===== src/rtl/mem_port_arbiter.sv =====
// -----------------------------------------------------------------------------
// mem_port_arbiter
//
// Shares one single-ported, fixed-latency memory between the instruction fetch
// port (IF, read-only) and the data port (D, read/write). One transaction is
// in flight at a time. Each transaction takes MEM_LATENCY+2 cycles:
//   grant cycle (mem_req strobe) -> MEM_LATENCY wait cycles -> one ack cycle.
// On a collision, the port that was not served last wins, so neither port can
// starve the other.
//
// Ports
//   clk, rst               clock (posedge) and synchronous active-high reset
//   if_req/if_addr         fetch request and byte address (held until if_ack)
//   if_rdata/if_ack        fetched word (held until the next IF read) and
//                          one-cycle completion pulse
//   if_stall               if_req && !if_ack, drives the fetch PC hold
//   d_req/d_we/d_addr/
//   d_wdata                data request, write enable, address, write data
//   d_rdata/d_ack          load data (held until the next D read) and
//                          one-cycle completion pulse
//   d_stall                d_req && !d_ack
//   mem_req/mem_we/
//   mem_addr/mem_wdata     memory strobe and command, valid for one cycle
//   mem_rdata              memory read data, valid MEM_LATENCY cycles after
//                          the mem_req cycle
// -----------------------------------------------------------------------------
module mem_port_arbiter #(
    parameter int ADDR_W      = 32,
    parameter int DATA_W      = 32,
    parameter int MEM_LATENCY = 2
) (
    input  logic              clk,
    input  logic              rst,

    input  logic              if_req,
    input  logic [ADDR_W-1:0] if_addr,
    output logic [DATA_W-1:0] if_rdata,
    output logic              if_ack,
    output logic              if_stall,

    input  logic              d_req,
    input  logic              d_we,
    input  logic [ADDR_W-1:0] d_addr,
    input  logic [DATA_W-1:0] d_wdata,
    output logic [DATA_W-1:0] d_rdata,
    output logic              d_ack,
    output logic              d_stall,

    output logic              mem_req,
    output logic              mem_we,
    output logic [ADDR_W-1:0] mem_addr,
    output logic [DATA_W-1:0] mem_wdata,
    input  logic [DATA_W-1:0] mem_rdata
);

    // Down-counter width: must hold MEM_LATENCY-1 (and works for latency 1).
    localparam int CNT_W = $clog2(MEM_LATENCY) + 1;
    localparam logic [CNT_W-1:0] CNT_LOAD = CNT_W'(MEM_LATENCY - 1);

    localparam logic OWNER_IF = 1'b0;
    localparam logic OWNER_D  = 1'b1;

    typedef enum logic [1:0] {
        ST_IDLE = 2'd0,
        ST_WAIT = 2'd1,
        ST_RESP = 2'd2
    } state_t;

    state_t             state_r;
    state_t             state_next_s;

    logic               owner_r;        // port of the transaction in flight
    logic               last_owner_r;   // port served most recently
    logic               we_r;           // in-flight transaction is a write
    logic [CNT_W-1:0]   cnt_r;          // wait cycles left before read data
    logic [DATA_W-1:0]  if_rdata_r;
    logic [DATA_W-1:0]  d_rdata_r;

    logic               grant_if_s;
    logic               grant_d_s;
    logic               grant_s;
    logic               cnt_zero_s;
    logic               capture_s;

    logic               mem_req_s;
    logic               mem_we_s;
    logic [ADDR_W-1:0]  mem_addr_s;
    logic [DATA_W-1:0]  mem_wdata_s;
    logic               if_ack_s;
    logic               d_ack_s;

    assign grant_s    = grant_if_s | grant_d_s;
    assign cnt_zero_s = (cnt_r == {CNT_W{1'b0}});
    // Read data is on mem_rdata exactly in the last WAIT cycle.
    assign capture_s  = (state_r == ST_WAIT) && cnt_zero_s && !we_r;

    // Arbitration: grants only from IDLE; a collision goes to the port not served last.
    always_comb begin
        grant_if_s = 1'b0;
        grant_d_s  = 1'b0;
        if (state_r == ST_IDLE) begin
            if (if_req && d_req) begin
                if (last_owner_r == OWNER_IF) begin
                    grant_d_s = 1'b1;
                end else begin
                    grant_if_s = 1'b1;
                end
            end else if (if_req) begin
                grant_if_s = 1'b1;
            end else if (d_req) begin
                grant_d_s = 1'b1;
            end else begin
                grant_if_s = 1'b0;
                grant_d_s  = 1'b0;
            end
        end else begin
            grant_if_s = 1'b0;
            grant_d_s  = 1'b0;
        end
    end

    // FSM state register.
    always_ff @(posedge clk) begin
        if (rst) begin
            state_r <= ST_IDLE;
        end else begin
            state_r <= state_next_s;
        end
    end

    // FSM next-state logic.
    always_comb begin
        state_next_s = state_r;
        case (state_r)
            ST_IDLE: begin
                if (grant_s) begin
                    state_next_s = ST_WAIT;
                end else begin
                    state_next_s = ST_IDLE;
                end
            end
            ST_WAIT: begin
                if (cnt_zero_s) begin
                    state_next_s = ST_RESP;
                end else begin
                    state_next_s = ST_WAIT;
                end
            end
            ST_RESP: begin
                state_next_s = ST_IDLE;
            end
            default: begin
                state_next_s = ST_IDLE;
            end
        endcase
    end

    // FSM outputs: memory command from the granted port, ack from the owner in RESP.
    always_comb begin
        mem_req_s   = 1'b0;
        mem_we_s    = 1'b0;
        mem_addr_s  = {ADDR_W{1'b0}};
        mem_wdata_s = {DATA_W{1'b0}};
        if (grant_d_s) begin
            mem_req_s   = 1'b1;
            mem_we_s    = d_we;
            mem_addr_s  = d_addr;
            mem_wdata_s = d_wdata;
        end else if (grant_if_s) begin
            mem_req_s   = 1'b1;
            mem_we_s    = 1'b0;
            mem_addr_s  = if_addr;
            mem_wdata_s = {DATA_W{1'b0}};
        end else begin
            mem_req_s   = 1'b0;
            mem_we_s    = 1'b0;
            mem_addr_s  = {ADDR_W{1'b0}};
            mem_wdata_s = {DATA_W{1'b0}};
        end
        if_ack_s = (state_r == ST_RESP) && (owner_r == OWNER_IF);
        d_ack_s  = (state_r == ST_RESP) && (owner_r == OWNER_D);
    end

    // Transaction bookkeeping: owner, alternation history, write flag, latency counter.
    always_ff @(posedge clk) begin
        if (rst) begin
            owner_r      <= OWNER_IF;
            last_owner_r <= OWNER_IF;
            we_r         <= 1'b0;
            cnt_r        <= {CNT_W{1'b0}};
        end else if (grant_s) begin
            owner_r      <= grant_d_s ? OWNER_D : OWNER_IF;
            last_owner_r <= grant_d_s ? OWNER_D : OWNER_IF;
            we_r         <= grant_d_s & d_we;
            cnt_r        <= CNT_LOAD;
        end else if ((state_r == ST_WAIT) && !cnt_zero_s) begin
            cnt_r        <= cnt_r - CNT_W'(1);
        end else begin
            cnt_r        <= cnt_r;
        end
    end

    // Read-data holding registers; only a completed read on a port updates it.
    always_ff @(posedge clk) begin
        if (rst) begin
            if_rdata_r <= {DATA_W{1'b0}};
            d_rdata_r  <= {DATA_W{1'b0}};
        end else if (capture_s) begin
            if (owner_r == OWNER_IF) begin
                if_rdata_r <= mem_rdata;
            end else begin
                d_rdata_r  <= mem_rdata;
            end
        end else begin
            if_rdata_r <= if_rdata_r;
            d_rdata_r  <= d_rdata_r;
        end
    end

    assign mem_req   = mem_req_s;
    assign mem_we    = mem_we_s;
    assign mem_addr  = mem_addr_s;
    assign mem_wdata = mem_wdata_s;
    assign if_ack    = if_ack_s;
    assign d_ack     = d_ack_s;
    assign if_rdata  = if_rdata_r;
    assign d_rdata   = d_rdata_r;
    // A port stalls from its request until (not including) its ack cycle.
    assign if_stall  = if_req & ~if_ack_s;
    assign d_stall   = d_req & ~d_ack_s;

endmodule


===== config.mk =====
export PLATFORM = sky130hd
export DESIGN_NAME = mem_port_arbiter
export DESIGN_NICKNAME = d
export VERILOG_FILES = /design/src/rtl/mem_port_arbiter.sv
export SDC_FILE = /design/constraint.sdc
export NUM_CORES = 1
export LEC_CHECK = 0
export BUFFER_PORTS_ARGS = -buffer_cell sky130_fd_sc_hd__buf_2
export CORE_AREA = 2 2 104 106
export DETAILED_ROUTE_END_ITERATION = 10
export DIE_AREA = 0 0 106 108
export PLACE_DENSITY = 0.68
export SLEW_MARGIN = 20
export SYNTH_ARGS = -nofsm -noshare
export SYNTH_HDL_FRONTEND = slang
export SYNTH_SLANG_ARGS = --single-unit

===== constraint.sdc =====
create_clock -name clk -period 1.73 [get_ports clk]
set_input_delay 0.0865 -clock clk [delete_from_list [all_inputs] [get_ports clk]]
set_output_delay 0.0865 -clock clk [all_outputs]
set_load 0.02 [all_outputs]

==> PnR_summary.wiki, run 1 <==
{| class="wikitable"
! Metric !! Value
|-
| Number of search-and-repair iterations in the first detailed-routing pass || 4
|-
| Post-Synthesis Net Count || 494
|-
| Number of nets in the layout || 765
|-
| Remaining DRCs || 0
|-
| Std-Cell Rows || 37
|-
| Switching pwr || 1.58 mW
|-
| First-pass GRT wire length || 17200 um
|-
| Number of antenna violations at the first check in global routing || 0
|-
| Number of vias in the routed layout || 3633
|-
| CP Buf/Inv Count || 2
|-
| Reg clk slew, reported paths || 0.08 ns
|-
| Synth Flop Type || sky130_fd_sc_hd__dfxtp_1
|-
| Number of levels in the clock H-tree || 3
|-
| Horizontal extent of the die || 106 um
|-
| Pre-CTS setup slack || 0.0500 ns
|-
| Max Clock Skew || 0.00962 ns
|-
| Setup crit start kind || register
|-
| Number of violations reported at the end of detailed-routing iteration 0 || 210
|-
| Slowest Stage Delay on Critical Path || 0.43 ns
|-
| Vias in the first global route || 3465
|-
| CTS sink count || 70
|-
| Headroom to the max-slew limit || 75.6%
|-
| Sequential cell fraction of total power || 37.3%
|-
| Most frequently used cell type in the post-synthesis netlist || sky130_fd_sc_hd__nand2_1
|-
| Proportion of total power due to net switching || 33.4%
|-
| Crit Path Category || register to register
|-
| Clock latency reported for the late side of the worst-skew pair || 0.34 ns
|-
| Initial Utilization || 32.5%
|-
| Count of antenna-violating nets left after detailed routing || 0
|-
| Hold crit path type || input pin to register
|-
| Delay-heaviest family, CP || simple AND/OR/NAND/NOR gates
|-
| Cell count after synthesis || 360
|-
| Post-synthesis to final-layout area growth || 63.1%
|-
| Worst hold slack || 0.0194 ns
|-
| Most area-consuming cells after synthesis || sky130_fd_sc_hd__dfxtp_1 42%, sky130_fd_sc_hd__mux2i_1 15%, sky130_fd_sc_hd__a22o_1 8.4%
|-
| Die height || 108 um
|-
| Unrepaired setup endpoints after global routing || yes
|-
| Quantity of I/O buffers inserted on ports || 266
|-
| Share of total power in the clock network || 27.8%
|-
| Measured slew at the worst slew-check pin || 0.365 ns
|-
| Gr usage total || 18.9%
|-
| Placed Area || 4840 um2
|-
| Routed vias/inst || 4.71
|-
| Setup slack of the critical path after layout || 0.0105 ns
|-
| GP Congestion || 0.773
|-
| Number of register bits inferred by synthesis || 70
|-
| Part of the Yosys area used for sequential elements || 42.2%
|-
| Standby leakage power || 2.87 nW
|-
| Unique masters post-synth || 32
|-
| Final number of setup-violating endpoints || 0
|-
| Layout Cell Area excl Fill || 5420 um2
|-
| Die Area || 11400 um2
|-
| Number of diodes added for antenna fixing || 0
|-
| Buffers from clock root to sink, at most || 2
|-
| Data arrival time of the critical path || 1.95 ns
|-
| Number of failing hold endpoints at the final stage || 0
|-
| Library cell contributing the largest single delay on the critical path || sky130_fd_sc_hd__or3_2
|-
| Run status || complete, no violations
|-
| Post-synthesis area per instance || 9.22 um2
|-
| Utilization of the core after routing || 52.9%
|-
| Fraction of synthesis flops using an asynchronous set or reset pin || 0%
|-
| Yosys warning total || 0
|-
| Netlist area before placement || 3320 um2
|-
| Leftover overflow at the end of global routing || 0
|-
| Maximum number of pins on one net before global-route repair || 85
|-
| Commonest cells in the synthesized netlist || 71 x sky130_fd_sc_hd__nand2_1, 70 x sky130_fd_sc_hd__dfxtp_1, 51 x sky130_fd_sc_hd__mux2i_1
|-
| Max-slew violation total from the final report || 0
|-
| CTS tree || yes
|-
| FILL cells || 964
|-
| Internal power of the cells || 3.14 mW
|-
| Wire length per cell || 16.3 um
|-
| Synth area leader || sky130_fd_sc_hd__dfxtp_1
|-
| VDD IR-drop max || 478 uV
|-
| Boundary pin count || 267
|-
| Fraction of post-synthesis cell area in the top cell type by area || 42.2%
|-
| Detailed placer's ending HPWL || 9150 um
|-
| Cells along the critical path || inv_1 -> ha_1 -> nand3b_4 -> or3_2 -> buf_4 -> a31o_2
|-
| TNS Setup || 0 ns
|-
| Clock period minus worst slack || 1.72 ns
|-
| Pwr per Cell Area || 872 nW/um2
|-
| Root buffer cell || sky130_fd_sc_hd__clkbuf_8
|-
| Top achievable clock speed || 582 MHz
|-
| Total Wirelength || 12600 um
|-
| Required arrival time at the worst endpoint || 1.96 ns
|-
| Number of flops mapped to enable cells by yosys || 0
|-
| Setup crit end kind || register
|-
| Share of post-route cells with drive strength above 1 || 51.3%
|-
| Share of the clock period used by the worst path after layout || 99.4%
|-
| Worst-path fanout max || 14
|-
| CTS buffer count || 9
|-
| Floorplan core area || 10200 um2
|-
| Logic pwr share || 34.9%
|-
| Max-cap viol count || 0
|}
==> cell type report <==
class	instances	area, um2	area share [%]
Tap cell	136	170	3.14
Multi-Input combinational cell	253	1780	32.9
Clock buffer	10	128	2.36
Sequential cell	70	1410	26.0
Clock inverter	6	71.3	1.32
Inverter	4	15.0	0.277
Timing Repair Buffer	293	1840	33.9
==> flip-flops by register name (all words and copies together), names as in the netlist <==
signal	flops
state_r	2
if_rdata	32
d_rdata	32
cnt_r	2
last_owner_r	1
we_r	1
==> timing repair <==
item	4_1_cts	5_1_grt
setup endpoints to repair	65	55
buffers inserted	1	3
hold endpoints to repair	1	0
pin swaps	0	12
resized for setup	13	58
hold buffers	1	0
cloned	0	7
==> worst min-delay path, cell delays in order <==
cell	delay, ns
sky130_fd_sc_hd__buf_2	0.10
sky130_fd_sc_hd__nand2_1	0.07
sky130_fd_sc_hd__mux2i_1	0.06
==> power by group through the flow <==
stage	clock network [mW]	registers, mW	logic (mW)
3_5_place_dp	0	1.80	1.39
6_report	1.31	1.76	1.65
5_1_grt	1.41	1.77	1.75
4_1_cts	1.35	1.76	1.42
2_1_floorplan	0	1.88	0.757
3_3_place_gp	0	1.79	1.37
==> through the flow <==
stage / std cells / power [mW]
floorplan: 360 / 2.63
global placement: 744 / 3.17
detailed placement: 744 / 3.19
CTS: 762 / 4.53
global route: 772 / 4.94
finish: 772 / 4.72
==> metal layers <==
metal	global-route usage, %	vias to the layer above	routed length (um)
li1	-	1796	-
met1	25.3	1670	5400
met5	0	-	0
met4	4.51	0	169
met2	29.4	153	5920
met3	6.33	14	1060
==> logic make-up (layout without fill, tap and decap cells) <==
logic type,after synthesis,after routing,share of synthesized area [%]
AND/OR/NAND/NOR,147,148,22.9
AO/OA/AOI/OAI,52,52,13.4
buffers and inverters,38,313,5.54
multiplexers,51,51,15.4
flip-flops,70,70,42.2
adder cells (fa/ha/maj),1,1,0.377
XOR/XNOR,1,1,0.264
==> final timing paths <==
kind / startpoint / end / slack [ns] / depth (start not counted)
hold reg to reg: d_rdata[2] / d_rdata[2] / 0.46 / 2
setup reg to reg: cnt_r[0] / if_rdata[19] / 0.01 / 6
setup / recovery: cnt_r[0] / if_rdata[19] / 0.01 / 6
hold / removal: mem_rdata[6] / d_rdata[6] / 0.02 / 3
==> layout by cell type (no fill, tap or decap), drive strengths merged, types with 2 or more instances in the layout <==
cell,netlist,layout
and3,2,3
a31o,13,13
nor2b,3,3
a21oi,2,2
dfxtp,70,70
nor2,4,4
nor3b,3,3
nand2,71,71
clkbuf,15,14
nand2b,14,14
and2,33,33
mux2i,51,51
clkinvlp,0,2
clkinv,0,2
nor4,13,13
buf,19,288
a22o,32,32
inv,4,5
Note: power is estimated with default switching activity, not from simulation.
==> run 2, diff against run 1 <==
ABC_AREA = 1   (was not set)
GPL_ROUTABILITY_DRIVEN = 0   (was not set)
PLACE_DENSITY = 0.76   (was 0.68)
==> PnR_summary.wiki, run 2 <==
{| class="wikitable"
! Metric !! Value
|-
| Synth Flop Type || sky130_fd_sc_hd__dfxtp_1
|-
| Setup crit end kind || output pin
|-
| Leftover overflow at the end of global routing || 0 (unchanged)
|-
| Number of diodes added for antenna fixing || 0 (unchanged)
|-
| Remaining DRCs || 0 (unchanged)
|-
| Die Area || 11400 um2 (unchanged)
|-
| Share of post-route cells with drive strength above 1 || 31.0% (-20 points)
|-
| First-pass GRT wire length || 20100 um (+17%)
|-
| Post-synthesis share of cell area spent on xor and xnor gates || 0% (-0.26 points)
|-
| Headroom to the max-slew limit || 60.1% (-16 points)
|-
| Standby leakage power || 3.75 nW (+31%)
|-
| Pwr per Cell Area || 842 nW/um2 (-3.5%)
|-
| Root buffer cell || sky130_fd_sc_hd__clkbuf_8
|-
| Synth area leader || sky130_fd_sc_hd__dfxtp_1
|-
| Post-synthesis to final-layout area growth || 43.5%
|-
| Number of failing hold endpoints at the final stage || 0 (unchanged)
|-
| Yosys warning total || 0 (unchanged)
|-
| Buffers from clock root to sink, at most || 2 (unchanged)
|-
| Data arrival time of the critical path || 1.55 ns (-0.40 ns)
|-
| Number of register bits inferred by synthesis || 70 (unchanged)
|-
| Count of antenna-violating nets left after detailed routing || 0 (unchanged)
|-
| Most common cell after layout, fill and taps aside || sky130_fd_sc_hd__buf_2
|-
| Detailed placer's ending HPWL || 9910 um (+8.3%)
|-
| GR met3 Demand/Resource || 3.98% (-2.4 points)
|-
| Unrepaired setup endpoints after global routing || no
|-
| Number of vias in the routed layout || 4733 (+30%)
|-
| Busiest layer in global routing || met2
|-
| Most frequently used cell type in the post-synthesis netlist || sky130_fd_sc_hd__inv_1
|-
| Fraction of synthesis flops using an asynchronous set or reset pin || 0% (unchanged)
|-
| Gr usage total || 22.1% (+3.3 points)
|-
| Reg clk slew, reported paths || 0.08 ns (about the same)
|-
| Required arrival time at the worst endpoint || 1.64 ns (-0.32 ns)
|-
| Worst-path fanout max || 17 (+3)
|-
| Vias in the first global route || 4202 (+21%)
|-
| Worst hold slack || 0.0688 ns (+0.0494 ns)
|-
| Number of nets in the layout || 1123 (+47%)
|-
| Most area-consuming cells after synthesis || sky130_fd_sc_hd__dfxtp_1 34%, sky130_fd_sc_hd__inv_1 22%, sky130_fd_sc_hd__nand2_1 16%
|-
| Run status || complete, no violations
|-
| Cell count after synthesis || 729 (+100%)
|-
| Hold crit path type || input pin to register
|-
| Max-slew violation total from the final report || 0 (unchanged)
|-
| VDD IR-drop max || 382 uV (-20%)
|-
| Routed vias/inst || 4.19 (-11%)
|-
| Boundary pin count || 267 (unchanged)
|-
| Top achievable clock speed || 611 MHz (+5.1%)
|-
| Multiplexer area fraction after synthesis || 0% (-15 points)
|-
| Dominant combinational cell family by area after synthesis || simple AND/OR/NAND/NOR gates
|-
| TNS Setup || 0 ns (unchanged)
|-
| Clock period minus worst slack || 1.64 ns (-0.0836 ns)
|-
| Std-Cell Rows || 37 (unchanged)
|-
| Number of levels in the clock H-tree || 3 (unchanged)
|-
| Wire length per cell || 11.3 um (-30%)
|-
| Reg2reg start || cnt_r[0]
|-
| Setup slack of the critical path after layout || 0.0940 ns (+0.0836 ns)
|-
| Die height || 108 um (unchanged)
|-
| Number of flops mapped to enable cells by yosys || 0 (unchanged)
|-
| Unique masters post-synth || 17 (-47%)
|-
| Commonest cells in the synthesized netlist || 236 x sky130_fd_sc_hd__inv_1, 171 x sky130_fd_sc_hd__nand2_1, 103 x sky130_fd_sc_hd__nor2_1
|-
| Post-Synthesis Net Count || 863 (+75%)
|-
| GRT met1 Usage || 28.4% (+3.1 points)
|-
| Clock latency reported for the late side of the worst-skew pair || 0.35 ns (about the same)
|-
| Crit Path Category || register to output pin
|-
| Timing startpoint of the critical path || state_r[0]
|-
| Netlist area before placement || 4060 um2 (+22%)
|-
| Quantity of I/O buffers inserted on ports || 266 (unchanged)
|-
| Part of the Yosys area used for sequential elements || 34.5% (-7.7 points)
|-
| Total Wirelength || 12800 um (+2.1%)
|-
| Post-synthesis area per instance || 5.57 um2 (-40%)
|-
| Final number of setup-violating endpoints || 0 (unchanged)
|-
| Number of antenna violations at the first check in global routing || 0 (unchanged)
|-
| Global-route track usage on met2 || 38.2% (+8.9 points)
|-
| Share of the clock period used by the worst path after layout || 94.6% (-4.8 points)
|-
| Measured slew at the worst slew-check pin || 0.592 ns (+0.227 ns)
|-
| Setup crit start kind || register
|-
| Maximum number of pins on one net before global-route repair || 37 (-56%)
|-
| Max Clock Skew || 0.0125 ns (+0.00287 ns)
|-
| Initial Utilization || 39.7% (+7.3 points)
|-
| Area fraction in and, or, nand and nor cells after synthesis || 34.5% (+12 points)
|-
| Floorplan core area || 10200 um2 (unchanged)
|-
| Number of search-and-repair iterations in the first detailed-routing pass || 4 (unchanged)
|-
| CTS sink count || 70 (unchanged)
|-
| Fraction of post-synthesis cell area in the top cell type by area || 34.5% (-7.7 points)
|-
| Beginning of the worst hold path || mem_rdata[16]
|-
| CTS tree || yes
|-
| Horizontal extent of the die || 106 um (unchanged)
|-
| Adder-cell share of the synthesized area || 0.308% (-0.069 points)
|-
| Number of violations reported at the end of detailed-routing iteration 0 || 208 (-0.95%)
|-
| Commonest cells after routing, fill and taps aside || 262 x sky130_fd_sc_hd__buf_2, 235 x sky130_fd_sc_hd__inv_1, 171 x sky130_fd_sc_hd__nand2_1
|-
| Pre-CTS setup slack || 0.208 ns (+0.158 ns)
|-
| CTS buffer count || 9 (unchanged)
|-
| Synthesized-area fraction occupied by ao, oa, aoi and oai cells || 4.80% (-8.6 points)
|-
| Max-cap viol count || 0 (unchanged)
|}
## run 2: cell count changes after synthesis, sizes merged, moves of 14 or more
cell    before  now
a22o        32    0
and2        33    0
inv          4  238
mux2i       51    0
nand2       71  171
nand2b      14    0
nand3        0   68
nor2         4  104
o21ai        1   37
## run 2: power breakdown
group | switching [mW] | internal (mW)
combinational | 1.07 | 0.588
clock | 0.640 | 0.804
sequential | 0.0684 | 1.74
total | 1.78 | 3.13
## run 2: kinds of logic after synthesis
kind of cell / Yosys count
adders and majority gates: 1
AOI/OAI and AO/OA: 39
and+or+nand+nor: 346
buffers and inverters: 273
DFF: 70
## run 2: worst paths after layout
check,cells past startpoint,endpoint,slack [ns]
setup / recovery,7,mem_addr[4],0.09
hold / removal,5,if_rdata[16],0.07
setup reg to reg,8,if_rdata[18],0.18
hold reg to reg,4,d_rdata[6],0.51
## run 2: repair_timing
| item | CTS | global route |
|---|---|---|
| gates resized for setup | 9 | 13 |
| pin swaps | 1 | 0 |
| gates cloned | 0 | 0 |
| hold buffers | 1 | 0 |
| endpoints found under the hold margin | 3 | 0 |
| endpoints found under the setup margin | 34 | 37 |
| buffers inserted | 1 | 1 |
## run 2: worst max-delay path: stages, from the launching register on
cell and delay, ns:
sky130_fd_sc_hd__dfxtp_1 0.35, sky130_fd_sc_hd__nor2_4 0.14, sky130_fd_sc_hd__nand3_2 0.11, sky130_fd_sc_hd__clkinv_4 0.11, sky130_fd_sc_hd__buf_12 0.14, sky130_fd_sc_hd__nand2_1 0.05
sky130_fd_sc_hd__o21ai_0 0.09, sky130_fd_sc_hd__buf_2 0.21
## run 2: metal layers
metal  wire length [um]  part of all wire (%)  up-vias
met5                  0                     0        -
met4                223                   1.7        0
met3                995                   7.8       16
met2               6090                    48      187
met1               5500                    43     1976
li1                   -                     -     2554
## run 2: metrics by stage
step / std cells / total power [mW] / util, % / area, um2
6_report: 1129 / 4.91 / 57.0 / 5830
5_1_grt: 1129 / 5.21 / 57.0 / 5830
4_1_cts: 1128 / 4.93 / 56.7 / 5800
3_5_place_dp: 1111 / 3.46 / 54.2 / 5540
3_3_place_gp: 1111 / 3.45 / 54.2 / 5540
2_1_floorplan: 729 / 2.85 / - / 4060
## run 2: final cells by class
type / instances / area [um2]
timing repair buffer: 284 / 1520
fill: 1074 / 4400
multi-input combinational: 386 / 1630
tap: 136 / 170
clock inverter: 6 / 86.3
inverter: 238 / 898
sequential: 70 / 1400
clock buffer: 9 / 124
==> run 3, diff against run 2 <==
BUFFER_PORTS_ARGS = -buffer_cell sky130_fd_sc_hd__buf_4   (was -buffer_cell sky130_fd_sc_hd__buf_2)
==> PnR_summary.wiki, run 3 (same netlist as run 2, synthesis figures left out) <==
{| class="wikitable"
! Metric !! Value
|-
| Total power after layout || 5.17 mW (+5.4%)
|-
| Number of nets in the layout || 1122 (-0.089%)
|-
| Most common cell after layout, fill and taps aside || sky130_fd_sc_hd__buf_4
|-
| Die Area || 11400 um2 (unchanged)
|-
| Run status || complete, no violations
|-
| Maximum number of pins on one net before global-route repair || 65 (+76%)
|-
| Library cell contributing the largest single delay on the critical path || sky130_fd_sc_hd__dfxtp_2
|-
| Pwr per Cell Area || 792 nW/um2 (-5.9%)
|-
| Number of failing hold endpoints at the final stage || 0 (unchanged)
|-
| Reg clk slew, reported paths || 0.08 ns (about the same)
|-
| Reg2Reg Depth || 8 (unchanged)
|-
| Gr usage total || 23.5% (+1.4 points)
|-
| Commonest cells after routing, fill and taps aside || 276 x sky130_fd_sc_hd__buf_4, 235 x sky130_fd_sc_hd__inv_1, 171 x sky130_fd_sc_hd__nand2_1
|-
| CTS tree || yes
|-
| Pre-CTS setup slack || 0.200 ns (-0.00858 ns)
|-
| Number of vias in the routed layout || 4841 (+2.3%)
|-
| Buffers from clock root to sink, at most || 2 (unchanged)
|-
| Clock period minus worst slack || 1.65 ns (+0.0138 ns)
|-
| Horizontal extent of the die || 106 um (unchanged)
|-
| Std-Cell Rows || 37 (unchanged)
|-
| Setup slack of the critical path after layout || 0.0803 ns (-0.0138 ns)
|-
| Max Clock Skew || 0.00961 ns (-0.00287 ns)
|-
| Hold depth || 5 (unchanged)
|-
| Root buffer cell || sky130_fd_sc_hd__clkbuf_8
|-
| Max-cap viol count || 0 (unchanged)
|-
| Endpoint of the worst hold path || if_rdata[7]
|-
| Required arrival time at the worst endpoint || 1.64 ns (about the same)
|-
| Worst-path fanout max || 22 (+5)
|-
| Hold crit path type || input pin to register
|-
| Measured slew at the worst slew-check pin || 0.575 ns (-0.0170 ns)
|-
| Headroom to the max-slew limit || 61.3% (+1.1 points)
|-
| Number of levels in the clock H-tree || 3 (unchanged)
|-
| Total Wirelength || 13800 um (+8.0%)
|-
| Boundary pin count || 267 (unchanged)
|-
| Standby leakage power || 3.89 nW (+3.7%)
|-
| Remaining DRCs || 0 (unchanged)
|-
| First-pass GRT wire length || 21100 um (+5.0%)
|-
| Worst flop-to-flop path endpoint || if_rdata[3]
|-
| Detailed placer's ending HPWL || 10500 um (+5.9%)
|-
| Timing startpoint of the critical path || state_r[1]
|-
| Cells along the critical path || nor2_4 -> nand3_4 -> buf_6 -> o21ai_0 -> buf_4
|-
| CTS buffer count || 9 (unchanged)
|-
| Slowest Stage Delay on Critical Path || 0.36 ns (about the same)
|-
| Data arrival time of the critical path || 1.56 ns (about the same)
|-
| Share of the clock period used by the worst path after layout || 95.4% (+0.80 points)
|-
| Crit Path Category || register to output pin
|-
| Vias in the first global route || 4371 (+4.0%)
|-
| CP Buf/Inv Count || 2 (-1)
|-
| Share of post-route cells with drive strength above 1 || 31.4% (+0.40 points)
|-
| VDD IR-drop max || 564 uV (+48%)
|-
| Number of violations reported at the end of detailed-routing iteration 0 || 221 (+6.3%)
|-
| FILL cells || 980 (-8.8%)
|-
| Cell count after placement || 1109 (-0.18%)
|-
| Unrepaired setup endpoints after global routing || yes
|-
| Clock latency reported for the late side of the worst-skew pair || 0.35 ns (about the same)
|-
| Worst reg2reg setup slack || 0.21 ns (+0.03 ns)
|-
| Initial Utilization || 39.7% (unchanged)
|-
| Max-slew violation total from the final report || 0 (unchanged)
|-
| Quantity of I/O buffers inserted on ports || 266 (unchanged)
|-
| Leftover overflow at the end of global routing || 0 (unchanged)
|-
| Post-route insts no fill || 1129 (unchanged)
|-
| Count of antenna-violating nets left after detailed routing || 0 (unchanged)
|-
| Routed vias/inst || 4.29 (+2.3%)
|-
| Beginning of the worst hold path || mem_rdata[7]
|-
| Wire length per cell || 12.3 um (+8.0%)
|-
| Number of diodes added for antenna fixing || 0 (unchanged)
|-
| Number of antenna violations at the first check in global routing || 0 (unchanged)
|-
| Die height || 108 um (unchanged)
|-
| Setup crit end kind || output pin
|-
| Post-synthesis to final-layout area growth || 60.7%
|-
| Reg2reg start || cnt_r[0]
|-
| Delay-heaviest family, CP || buffers and inverters
|-
| Setup crit start kind || register
|-
| Floorplan core area || 10200 um2 (unchanged)
|-
| Utilization of the core after routing || 63.8% (+6.8 points)
|-
| Number of search-and-repair iterations in the first detailed-routing pass || 5 (+1)
|-
| Top achievable clock speed || 606 MHz (-0.83%)
|-
| CTS sink count || 70 (unchanged)
|-
| Final number of setup-violating endpoints || 0 (unchanged)
|}
-- run 3: cell count changes in the layout (fill, tap and decap cells not counted), moves of 2 or more --
cell | previous run | this run
sky130_fd_sc_hd__buf_2 | 262 | 0
sky130_fd_sc_hd__buf_4 | 16 | 276
sky130_fd_sc_hd__nand3_4 | 0 | 2
sky130_fd_sc_hd__o21ai_1 | 10 | 8
-- run 3: area by class of cell --
cell class | count | area (um2) | share of cell area [%]
timing repair buffer | 283 | 2190 | 33.5
multi-input combinational | 386 | 1650 | 25.3
sequential | 70 | 1400 | 21.5
inverter | 238 | 898 | 13.8
tap | 136 | 170 | 2.61
clock buffer | 10 | 128 | 1.95
clock inverter | 6 | 86.3 | 1.32
-- run 3: where the power goes --
group / switching [mW] / total, mW / internal, mW
logic: 1.10 / 1.92 / 0.819
clock network: 0.635 / 1.44 / 0.810
registers: 0.0721 / 1.81 / 1.74
total: 1.81 / 5.17 / 3.37
-- run 3: timing repair --
item / in CTS / in global routing
gates cloned: 0 / 1
hold buffers: 1 / 0
pin swaps: 1 / 1
resized for setup: 10 / 15
buffers inserted: 0 / 2
endpoints found under the setup margin: 33 / 85
hold endpoints to repair: 3 / 0
-- run 3: worst max-delay path by stage --
stage | cells after the start | endpoint | slack, ns
6_report | 5 | mem_addr[30] | 0.08
5_1_grt | 7 | mem_addr[11] | -0.01
4_1_cts | 5 | mem_wdata[17] | 0.003
3_5_place_dp | 8 | d_rdata[15] | 0.20
3_3_place_gp | 8 | d_rdata[6] | 0.24
2_1_floorplan | 4 | mem_addr[21] | 0.31
-- run 3: metrics by stage --
stage | TNS, ns | hold WS [ns] | instance area (um2)
CTS | 0 | 0.0512 | 6450
global placement | 0 | 0.293 | 6190
finish | 0 | 0.0657 | 6530
detailed placement | 0 | 0.291 | 6190
global route | -0.0226 | 0.0784 | 6530
floorplan | 0 | 0.156 | 4060
-- run 3: metal layers --
metal | GRT usage [%] | share of wire [%] | up-vias
met4 | 6.95 | 1.6 | 0
met5 | 0 | 0 | -
li1 | - | - | 2556
met1 | 27.6 | 41 | 2083
met2 | 43.0 | 51 | 188
met3 | 5.12 | 7.1 | 14
-- run 3: worst min-delay path, cell delays in order --
cell                      delay [ns]
sky130_fd_sc_hd__buf_4          0.07
sky130_fd_sc_hd__inv_1          0.04
sky130_fd_sc_hd__nand3_1        0.07
sky130_fd_sc_hd__nand2_1        0.05
sky130_fd_sc_hd__nor2_1         0.07
